$ cat src/rtl/mod_updown_counter.sv
// -----------------------------------------------------------------------------
// mod_updown_counter
//
// Programmable-modulus up/down counter with enable, synchronous clear,
// parallel load (clamped into range), wrap or saturate behaviour at the
// bounds, and registered carry/borrow pulses. tc is combinational so that a
// chain of stages can ripple their enables within one cycle.
//
// Parameters:
//   WIDTH     count register width (>= 1)
//   MODULUS   count range is 0..MODULUS-1, legal 2..2^WIDTH
//   SATURATE  0 = wrap at the bounds, 1 = hold at the bounds
//
// Ports:
//   clock       in   rising-edge clock
//   reset       in   synchronous, active-high reset
//   en          in   count enable
//   up          in   1 = increment, 0 = decrement (used only when en=1)
//   clear       in   synchronous clear of count/carry/borrow
//   load        in   synchronous parallel load
//   load_value  in   [WIDTH-1:0] value for load (clamped to MODULUS-1)
//   count       out  [WIDTH-1:0] registered count
//   carry       out  registered pulse after an up-step taken at MODULUS-1
//   borrow      out  registered pulse after a down-step taken at 0
//   tc          out  combinational terminal-count flag
//   capture     in   (COUNTER_CAPTURE_EN only) snapshot request
//   captured    out  (COUNTER_CAPTURE_EN only) [WIDTH-1:0] snapshot of count
//
// Optional feature macro: COUNTER_CAPTURE_EN
//
// Priority on each edge: reset > clear > load > en.
// -----------------------------------------------------------------------------
module mod_updown_counter #(
    parameter int WIDTH    = 4,
    parameter int MODULUS  = 10,
    parameter int SATURATE = 0
) (
    input  logic             clock,
    input  logic             reset,
    input  logic             en,
    input  logic             up,
    input  logic             clear,
    input  logic             load,
    input  logic [WIDTH-1:0] load_value,
`ifdef COUNTER_CAPTURE_EN
    input  logic             capture,
    output logic [WIDTH-1:0] captured,
`endif
    output logic [WIDTH-1:0] count,
    output logic             carry,
    output logic             borrow,
    output logic             tc
);

    // Upper bound held in WIDTH bits; for MODULUS = 2^WIDTH this is all-ones,
    // so no comparison ever needs a wider intermediate value.
    localparam logic [WIDTH-1:0] MAX_VAL = WIDTH'(MODULUS - 1);
    localparam logic [WIDTH-1:0] ZERO    = '0;
    localparam logic [WIDTH-1:0] ONE     = WIDTH'(1);

    logic [WIDTH-1:0] count_q, count_d;
    logic             carry_q, carry_d;
    logic             borrow_q, borrow_d;
    logic             at_max;
    logic             at_min;

    assign at_max = (count_q == MAX_VAL);
    assign at_min = (count_q == ZERO);

    always_comb begin
        count_d  = count_q;
        carry_d  = 1'b0;
        borrow_d = 1'b0;
        if (clear) begin
            count_d = ZERO;
        end else if (load) begin
            // Out-of-range load values are clamped rather than wrapped.
            count_d = (load_value > MAX_VAL) ? MAX_VAL : load_value;
        end else if (en) begin
            if (up) begin
                if (at_max) begin
                    carry_d = 1'b1;
                    count_d = (SATURATE != 0) ? count_q : ZERO;
                end else begin
                    count_d = count_q + ONE;
                end
            end else begin
                if (at_min) begin
                    borrow_d = 1'b1;
                    count_d  = (SATURATE != 0) ? count_q : MAX_VAL;
                end else begin
                    count_d = count_q - ONE;
                end
            end
        end
    end

    always_ff @(posedge clock) begin
        if (reset) begin
            count_q  <= ZERO;
            carry_q  <= 1'b0;
            borrow_q <= 1'b0;
        end else begin
            count_q  <= count_d;
            carry_q  <= carry_d;
            borrow_q <= borrow_d;
        end
    end

    assign count  = count_q;
    assign carry  = carry_q;
    assign borrow = borrow_q;
    assign tc     = en & ((up & at_max) | (~up & at_min));

`ifdef COUNTER_CAPTURE_EN
    logic [WIDTH-1:0] captured_q, captured_d;

    // Snapshot takes the pre-update count; clear deliberately leaves it alone.
    always_comb begin
        captured_d = captured_q;
        if (capture) begin
            captured_d = count_q;
        end
    end

    always_ff @(posedge clock) begin
        if (reset) begin
            captured_q <= ZERO;
        end else begin
            captured_q <= captured_d;
        end
    end

    assign captured = captured_q;
`endif

endmodule
$ cat config.mk
export PLATFORM = sky130hd
export DESIGN_NAME = mod_updown_counter
export DESIGN_NICKNAME = d
export VERILOG_FILES = /design/src/rtl/mod_updown_counter.sv
export SDC_FILE = /design/constraint.sdc
export NUM_CORES = 1
export LEC_CHECK = 0
export BUFFER_PORTS_ARGS = -buffer_cell sky130_fd_sc_hd__buf_2
export CORE_UTILIZATION = 30
export CTS_BUF_LIST = sky130_fd_sc_hd__clkbuf_8
export CTS_CLUSTER_DIAMETER = 60
export DETAILED_ROUTE_END_ITERATION = 8
export PLACE_DENSITY_LB_ADDON = 0.25
export SLEW_MARGIN = 30
export SYNTH_ARGS = -nofsm -noshare
export SYNTH_HDL_FRONTEND = slang
export SYNTH_SLANG_ARGS = --single-unit
$ cat constraint.sdc
create_clock -name clock -period 1.6 [get_ports clock]
set_clock_uncertainty 0.05 [all_clocks]
set_input_delay 0.16 -clock clock [delete_from_list [all_inputs] [get_ports clock]]
set_output_delay 0.16 -clock clock [all_outputs]
set_load 0.005 [all_outputs]
Word-level counts from Yosys, hierarchy flattened
Index checks and enable logic that the tools add are counted.
Word-level totals
  register bits after elaboration: 6
  logic and storage cells: 26
  bits of input ports: 10
Operators by class
  equality and inequality tests: 1
  order comparisons: 1
  reduce and logical (&&, ||, !) cells: 5
  bitwise operators: 6
  add/subtract/negate cells: 2
  muxes and demuxes: 8
Operators with widths (count)
  $mux 4: 6
  $reduce_or 5->1: 2
  $add 4x1->4 const B: 1
  $eq 4x4->1 const B: 1
  $gt 4x4->1 const B: 1
  $logic_not 4->1: 1
  $sub 4x1->4 const B: 1
  $and 1x1->1: 3
  $mux 1: 2
  $not 1->1: 2
  $reduce_bool 2->1: 1
  $reduce_or 2->1: 1
  $or 1x1->1: 1

Longest topological paths before layout
Gate-level depths: netlist of run 1.
  word-level depth: 5
  gate-level depth with buffers: 5

Worst setup path after synthesis of run 1
OpenSTA, ideal clock, no wires.
  path type: reg-to-reg
  start point: register count_q[3] (netlist: count[3])
  end point: register count_q[1] (netlist: count[1])
  period minus slack after synthesis: 1.256 ns
  slack: 0.344 ns
  stages on the path, launching flop included: 6
  required time: 1.428 ns
  arrival: 1.084 ns
  path through: dfxtp_1 buf_6 xor2_1 o211ai_1 nor2_1 o311a_1
Between the ends
  cells in the longest elaborated chain, start to end: 5
  elaborated cells between the ends (all ways): 7
Ends and longest elaborated chain
  start, declared: RTL line 61  | logic [WIDTH-1:0] count_q, count_d;
  start signal, assigned: RTL line 104  | count_q <= count_d;
  $eq 4x4->1 / $logic_not 4->1 (equally long branches): RTL line 67, 68
  $mux 4, on equally long branches: RTL line 81, 88
  $mux 4 (*): RTL line 80  | if (up) begin
  $mux 4 (*): RTL line 79  | end else if (en) begin
  $mux 4 (*): RTL line 76  | end else if (load) begin
Every way passes the cells marked *; elsewhere a longest branch is shown, timed or not. The select of a mux whose other input is x is not followed.
A chain may end at the register's enable or synchronous reset.

Final worst setup path of run 1
  start point: register count_q[3] (netlist: count[3])
  end point: output tc
Between the ends
  cells in the longest elaborated chain, start to end: 4
  elaborated cells between the ends (all ways): 6
Ends and longest elaborated chain
  $eq 4x4->1 / $logic_not 4->1 (equally long branches): RTL line 67, 68
  $and 1x1->1: RTL line 113  | assign tc = en & ((up & at_max) | (~up & at_min));
  $or 1x1->1 (*): RTL line 113
  $and 1x1->1 (*): RTL line 113
  end, declared: RTL line 52  | output logic tc
Every way passes the cells marked *; elsewhere a longest branch is shown, timed or not.

==> results of run 1 <==
## synthesized netlist by cell type, drive strengths merged
cell type / instances / share of area (%)
o21ai: 8 / 9.2
dfxtp: 6 / 28
buf: 4 / 7.4
nand2: 4 / 3.4
nor2: 3 / 2.6
nor3: 3 / 4.6
a21boi: 2 / 3.4
a21oi: 2 / 3.2
and3: 2 / 2.9
nand3: 2 / 2.3
nor2b: 2 / 2.9
xor2: 2 / 4.0
a211o: 1 / 2.0
a211oi: 1 / 1.7
and3b: 1 / 2.0
clkbuf: 1 / 0.86
inv: 1 / 0.86
mux2i: 1 / 2.3
nand2b: 1 / 1.4
nand3b: 1 / 1.7
nor3b: 1 / 1.7
nor4: 1 / 1.4
o211ai: 1 / 1.7
o311a: 1 / 2.3
o311ai: 1 / 2.0
or3: 1 / 2.6
xnor2: 1 / 2.0
## state kept, by name (all words and copies together), names as in the netlist
| name | count |
|---|---|
| carry | 1 |
| count | 4 |
| borrow | 1 |
## cells by family after synthesis
group                     share of synthesized area, %
and+or+nand+nor                                  29.51
AOI/OAI and AO/OA                                25.50
DFF                                              27.51
buffers and inverters                            9.167
xor gates and xnor gates                         6.018
muxes                                            2.292
## layout make-up
| class | count | area [um2] |
|---|---|---|
| Multi-Input combinational cell | 43 | 276.5 |
| Tap cell | 15 | 18.77 |
| Clock buffer | 3 | 41.29 |
| Timing Repair Buffer | 16 | 80.08 |
| Fill cell | 138 | 792.0 |
| Sequential cell | 6 | 121.4 |
| Inverter | 1 | 3.754 |
## repair_timing
item	in CTS	in global routing
setup endpoints to repair	0	1
gates resized for setup	0	1
hold buffers	0	0
## worst max-delay path by stage
stage | startpoint | end | depth (start not counted)
floorplan | count[3] | count[1] | 5
global placement | count[0] | count[1] | 4
detailed placement | count[0] | count[1] | 4
CTS | count[0] | tc | 3
global route | count[3] | tc | 3
finish | count[3] | tc | 3
## power breakdown
part	switching (W)	leakage (nW)	internal [W]
Combinational	0.0000328	0.183	0.0000347
Sequential	0.0000125	0.0492	0.000156
Clock	0.0000632	0.0216	0.000161
Total	0.000109	0.254	0.000352
## worst max-delay path, stage by stage, from the launching register on
cell	delay, ps
dfxtp_1	390
or3_4	430
a21oi_1	130
buf_2	120
## per-stage QoR
stage	worst slack, ps	instances	instance area [um2]
3_5_place_dp	229.9	81	499.2
5_1_grt	3.629	84	541.8
4_1_cts	72.81	84	540.5
2_1_floorplan	344.3	55	436.7
3_3_place_gp	250.7	81	499.2
6_report	101.4	84	541.8
## routing by layer
metal,vias up,track usage (%)
li1,230,-
met1,186,17.65
met2,16,22.58
met3,0,5.000
met4,0,7.759
met5,-,0
==> impl_metrics.ini, run 1 <==
[status]
status = finished, final reports clean

[timing]
fin_tns_setup_ps = 0
timing.fmax_mhz = 667.3
finalSetupViolCount = 0
fin_crit_sh_pct = 93.66
slew_headroom_pct = 67.72
hold_ws_ps = 57.26
tightest_slew_ps = 478.2
rsz0062_at_grt = no
slew_violations = 0
finalCriticalPeriod_ps = 1499
finalHoldViolations = 0

[cells_and_area]
syn_to_final_growth_pct = 24.07
layout_common_cells = 16 x buf_2, 5 x o21ai_0, 5 x dfxtp_1
antenna_cells = 0
final_common_cell = buf_2
final_util_pct = 40.62
drive_gt1_share_pct = 33.33
nNetsFinal = 81

[global_routing]
grt_util_all_layers_pct = 14.65
grt_overflow = 0
grt_pass1_vias = 358
grt_max_degree = 12
grt_pass1_wl_um = 1538
antenna_found_initial = 0

[floorplan]
ios = 17
core_um2 = 1334
fp-row-count = 13
die_h_um = 40.15
start_util_pct = 32.74
dieArea_um2 = 1612
die_w_um = 40.15

[logic_synthesis]
netlist_area_um2 = 436.7
ys_seq_area_share_pct = 27.51
synthCells = 55
synth.avg_cell_area_um2 = 7.939
synthDistinctLibCells = 31
synth_warnings = 0
synth-seq-cells = 6
synth_fp_nets = 65

[placed_design]
io_buffers = 16
gp_congestion = 0.6736

[clock_tree]
root_buffer = clkbuf_8
clk_latency_ps = 220
post_cts_buffers = 0
cts_tree = done
cts.clk_slew.worst_paths_ps = 40
cts-htree-levels = 1
cts_inserted_buffers = 3
clock-sinks = 6
cts.path.max_buffers = 2

[worst_hold_path]
hp-start = clear
hold_path.class = primary input to register
hold_end = count[0]
holdPathStages = 2

[critical_path]
r2r_end = count[1]
required_ps = 1390
r2r_start = count[3]
worstSetupPathType = register to output pin
cp_max_fo = 9
startpoint_type = register
reg2reg_depth = 4
reg2reg_slack_ps = 280
worst_ep_arrival_time_ps = 1290
end_kind = output pin

[route]
met3_length_um = 57
ant_nets = 0
drt-initial-drc-count = 10
viasPerCell = 5.143
firstDrtPassIters = 4
drc_errors = 0
drt-wirelength-per-cell_um = 10.60
dr_wl_met2_um = 430
num_vias = 432
topRoutingLayerUsed = met3
totalWireLength_um = 890
drt-met1-wl_um = 402

[power_and_ir_drop]
power_w = 0.0004606
power.density_nw_per_um2 = 850.1
p_leak_nw = 0.2539
peakVddDrop_mv = 0.6322

[run]
cap_violations = 0
No activity file was read; power rests on OpenSTA's default activity.
==> inputs of run 2 (changes only) <==
--- a/constraint.sdc
+++ b/constraint.sdc
@@ -4,2 +4,2 @@
 set_output_delay 0.16 -clock clock [all_outputs]
-set_load 0.005 [all_outputs]
+set_load 0.1 [all_outputs]
==> run 2 against run 1 <==
Maximum frequency shrank 4.3%. First-iteration DRC count shrank 20%. Sequential power barely moved. Power grew 13%. Cell area increased by 6.5%. Highest routed layer is now met4. Register-to-register slack gained 60 ps. Global-route usage fell by 0.47 points. Cell count unchanged. Critical path type unchanged.
==> impl_metrics.ini, run 2 (synthesized netlist as in run 1, its figures left out) <==
[status]
status = finished, final reports clean

[timing]
rsz0062_at_grt = no
finalHoldViolations = 0
slew_headroom_pct = 67.57
layout_setup_ws_ps = 34.88
tightest_slew_ps = 489.8
timing.fmax_mhz = 638.9
finalSetupViolCount = 0
finalCriticalPeriod_ps = 1565
slew_violations = 0
fin_crit_sh_pct = 97.82

[power_and_ir_drop]
peakVddDrop_mv = 0.2129
power.density_nw_per_um2 = 903.0
p_leak_nw = 0.2602

[critical_path]
max_stage_delay_ps = 410
cp_max_fo = 9
crit_buf_inv = 1
required_ps = 1390
path_delay_family = simple AND/OR/NAND/NOR gates
crit_chain = or3_4 -> a21oi_4 -> buf_12
cp_slowest_cell = or3_4
worst_ep_arrival_time_ps = 1360
worstSetupPathType = register to output pin
startpoint_type = register
end_kind = output pin

[clock_tree]
clk_latency_ps = 220
ctsResizeCount = 0
cts_tree = done
cts_inserted_buffers = 3
root_buffer = clkbuf_8
post_cts_buffers = 0
cts-hold-fix-buffers = 0
clock-sinks = 6
cts.clk_slew.worst_paths_ps = 40
cts-htree-levels = 1
cts.path.max_buffers = 2

[route]
ant_nets = 0
totalWireLength_um = 938
drc_errors = 0
drt-initial-drc-count = 8
firstDrtPassIters = 4
viasPerCell = 5.143
drt-wirelength-per-cell_um = 11.17
num_vias = 432

[floorplan]
ios = 17
dieArea_um2 = 1612
core_um2 = 1334
fp-row-count = 13
die_h_um = 40.15
die_w_um = 40.15
start_util_pct = 32.74

[placed_design]
place_hpwl_um = 724.7
io_buffers = 16
dpl_cell_area_um2 = 535.5
place_ws_ps = 265.1
gp_congestion = 0.8029

[cells_and_area]
layout_common_cells = 15 x buf_2, 5 x o21ai_0, 4 x nand2_1
largest_register_ffs = 4
final_common_cell = buf_2
regArea_um2 = 130.1
syn_to_final_growth_pct = 32.09
multi_input_area_um2 = 287.8
drive_gt1_share_pct = 39.13
nNetsFinal = 81
fillerInstances = 128
postLayoutCellArea_um2 = 576.8
antenna_cells = 0

[global_routing]
antenna_found_initial = 0
grt_util_all_layers_pct = 14.17
grt_overflow = 0
grt_pass1_vias = 361
grt_pass1_wl_um = 1490
grt_max_degree = 12

[worst_hold_path]
hold_path.class = primary input to register

[run]
cap_violations = 0
## run 2: changes by cell type in the layout (fill, tap and decap cells not counted)
cell	before	now
a21oi_1	1	0
buf_12	0	1
dfxtp_1	5	2
dfxtp_4	0	2
buf_2	16	15
dfxtp_2	1	2
a21oi_4	0	1
## run 2: stage by stage
step | utilization (%) | setup TNS [ps] | total power (W) | std cells | hold slack (ps)
2_1_floorplan | - | -194.6 | 0.0002673 | 55 | 177.1
3_3_place_gp | 40.15 | 0 | 0.0002970 | 81 | 299.5
3_5_place_dp | 40.15 | 0 | 0.0002968 | 81 | 296.6
4_1_cts | 43.25 | 0 | 0.0005250 | 84 | 71.02
5_1_grt | 43.25 | 0 | 0.0005417 | 84 | 84.60
6_report | 43.25 | 0 | 0.0005208 | 84 | 69.23
## run 2: layout make-up
cell class	instances	area share, %
clock buffer	3	7.158
inverter	1	0.6508
multi-input combinational	43	49.89
sequential	6	22.56
tap	15	3.254
timing repair buffer	16	16.49
## run 2: path summary, 6_finish.rpt
path | start | end | slack [ps] | cells past startpoint
max | count[3] | tc | 30 | 3
min | reset | count[0] | 70 | 2
max reg2reg | count[3] | count[3] | 340 | 4
min reg2reg | count[3] | count[3] | 510 | 2
## run 2: worst register-to-register path: cells and delay by family, from the launching register on
| kind | cells | cell delay (ps) |
|---|---|---|
| compound gates | 2 | 220 |
| flops | 1 | 360 |
| simple gates | 2 | 550 |
## run 2: power by group
group | total (W) | internal [W] | switching, W | leakage (nW)
Combinational | 0.000127 | 0.0000419 | 0.0000849 | 0.188
Clock | 0.000227 | 0.000162 | 0.0000650 | 0.0216
Sequential | 0.000167 | 0.000155 | 0.0000126 | 0.0511
## run 2: per-layer routing
layer / track usage, % / up-vias / part of all wire, %
met3: 2.222 / 2 / 3.7
met5: 0 / - / 0
met1: 18.24 / 196 / 51
li1: - / 227 / -
met2: 20.97 / 7 / 43
met4: 10.34 / 0 / 1.5
==> inputs of run 3 (changes only) <==
- CORE_AREA: unset -> 2 2 39 41
- CORE_UTILIZATION: 30 -> unset
- DIE_AREA: unset -> 0 0 41 43
==> run 3 against run 2 <==
Sequential cell count stayed put. Cell count is 2.4% higher. Non-clock buffer count stayed put. Maximum frequency is 1.2% higher. Die area is 9.4% higher. Sequential share of layout area is 0.19 points lower.
==> impl_metrics.ini, run 3 (synthesized netlist as in run 1, its figures left out) <==
[worst_hold_path]
hp-start = clear
holdPathStages = 2
hold_end = count[0]
hold_path.class = primary input to register

[clock_tree]
cts.clk_slew.worst_paths_ps = 40
post_cts_buffers = 0
cts-htree-levels = 1
cts_inserted_buffers = 3
root_buffer = clkbuf_8
clk_latency_ps = 220
cts-hold-fix-buffers = 0
ctsResizeCount = 0
cts.path.max_buffers = 2
cts_tree = done
clock-sinks = 6

[cells_and_area]
antenna_cells = 0
largest_register_ffs = 4
drive_gt1_share_pct = 38.57
nNetsFinal = 81
layout_common_cells = 15 x buf_2, 5 x o21ai_0, 4 x nand2_1
postLayoutCellArea_um2 = 581.8
syn_to_final_growth_pct = 33.24
final_common_cell = buf_2

[timing]
slew_violations = 0
tightest_slew_ps = 487.1
timing.fmax_mhz = 646.4
rsz0062_at_grt = no
fin_crit_sh_pct = 96.69
finalSetupViolCount = 0
finalHoldViolations = 0
finalCriticalPeriod_ps = 1547
slew_headroom_pct = 67.75

[placed_design]
io_buffers = 16
gp_congestion = 0.7324
dpl_cell_area_um2 = 536.8
place_hpwl_um = 764.9

[route]
drt-wirelength-per-cell_um = 11.67
drc_errors = 0
viasPerCell = 5.209
num_vias = 448
ant_nets = 0
drt-initial-drc-count = 10
firstDrtPassIters = 3
totalWireLength_um = 1004

[critical_path]
worst_ep_arrival_time_ps = 1340
reg2reg_depth = 4
crit_start = count[3]
r2r_start = count[3]
reg2reg_slack_ps = 330
cp_max_fo = 9
required_ps = 1390
worstSetupPathType = register to output pin
end_kind = output pin
startpoint_type = register
r2r_end = count[3]

[global_routing]
grt_overflow = 0
grt_util_all_layers_pct = 13.94
grt_pass1_wl_um = 1669
antenna_found_initial = 0
grt_max_degree = 12
grt_pass1_vias = 421

[power_and_ir_drop]
p_leak_nw = 0.2657
power_w = 0.0005255
power.density_nw_per_um2 = 903.2
peakVddDrop_mv = 0.3456

[floorplan]
die_h_um = 43
ios = 17
start_util_pct = 31.56
fp-row-count = 14
die_w_um = 41
dieArea_um2 = 1763
core_um2 = 1384

[run]
cap_violations = 0

[status]
status = finished, final reports clean
-- run 3: changes by cell type in the layout (fill, tap and decap cells not counted), sizes merged --
cell  change
inv       +1
-- run 3: per-stage QoR --
stage	setup TNS, ps	util (%)	hold slack [ps]	std cells	worst slack (ps)
global placement	0	38.79	283.8	82	266.6
global route	0	42.04	63.15	86	20.14
detailed placement	0	38.79	288.9	82	263.7
floorplan	-194.6	-	177.1	55	-194.6
finish	0	42.04	54.25	86	53.03
CTS	0	42.04	49.72	86	16.08
-- run 3: where the power goes --
group          switching, W  total (W)  internal (W)
registers         0.0000126   0.000167      0.000155
clock network     0.0000665   0.000231      0.000165
logic             0.0000851   0.000127     0.0000417
-- run 3: worst max path at each step --
stage               endpoint  slack (ps)
floorplan                 tc        -190
global placement          tc         270
detailed placement        tc         260
CTS                       tc          20
global route              tc          20
finish                    tc          50
-- run 3: metal layers --
| metal | share of wire (%) | wire length [um] | global-route usage [%] |
|---|---|---|---|
| met1 | 44 | 442 | 15.38 |
| met2 | 51 | 513 | 22.81 |
| met3 | 3.5 | 35 | 4.712 |
| met4 | 1.2 | 12 | 6.000 |
| met5 | 0 | 0 | 0 |
-- run 3: cell type report --
class                           instances  area (um2)
Inverter                                1       3.754
Sequential cell                         6       130.1
Fill cell                             151       802.0
Timing Repair Buffer                   16       95.09
Clock buffer                            3       41.29
Clock inverter                          1       3.754
Tap cell                               16       20.02
Multi-Input combinational cell         43       287.8
-- run 3: critical path, stage by stage, from the launching register on --
cell	delay (ps)
dfxtp_4	370
or3_4	410
a21oi_4	150
buf_12	180
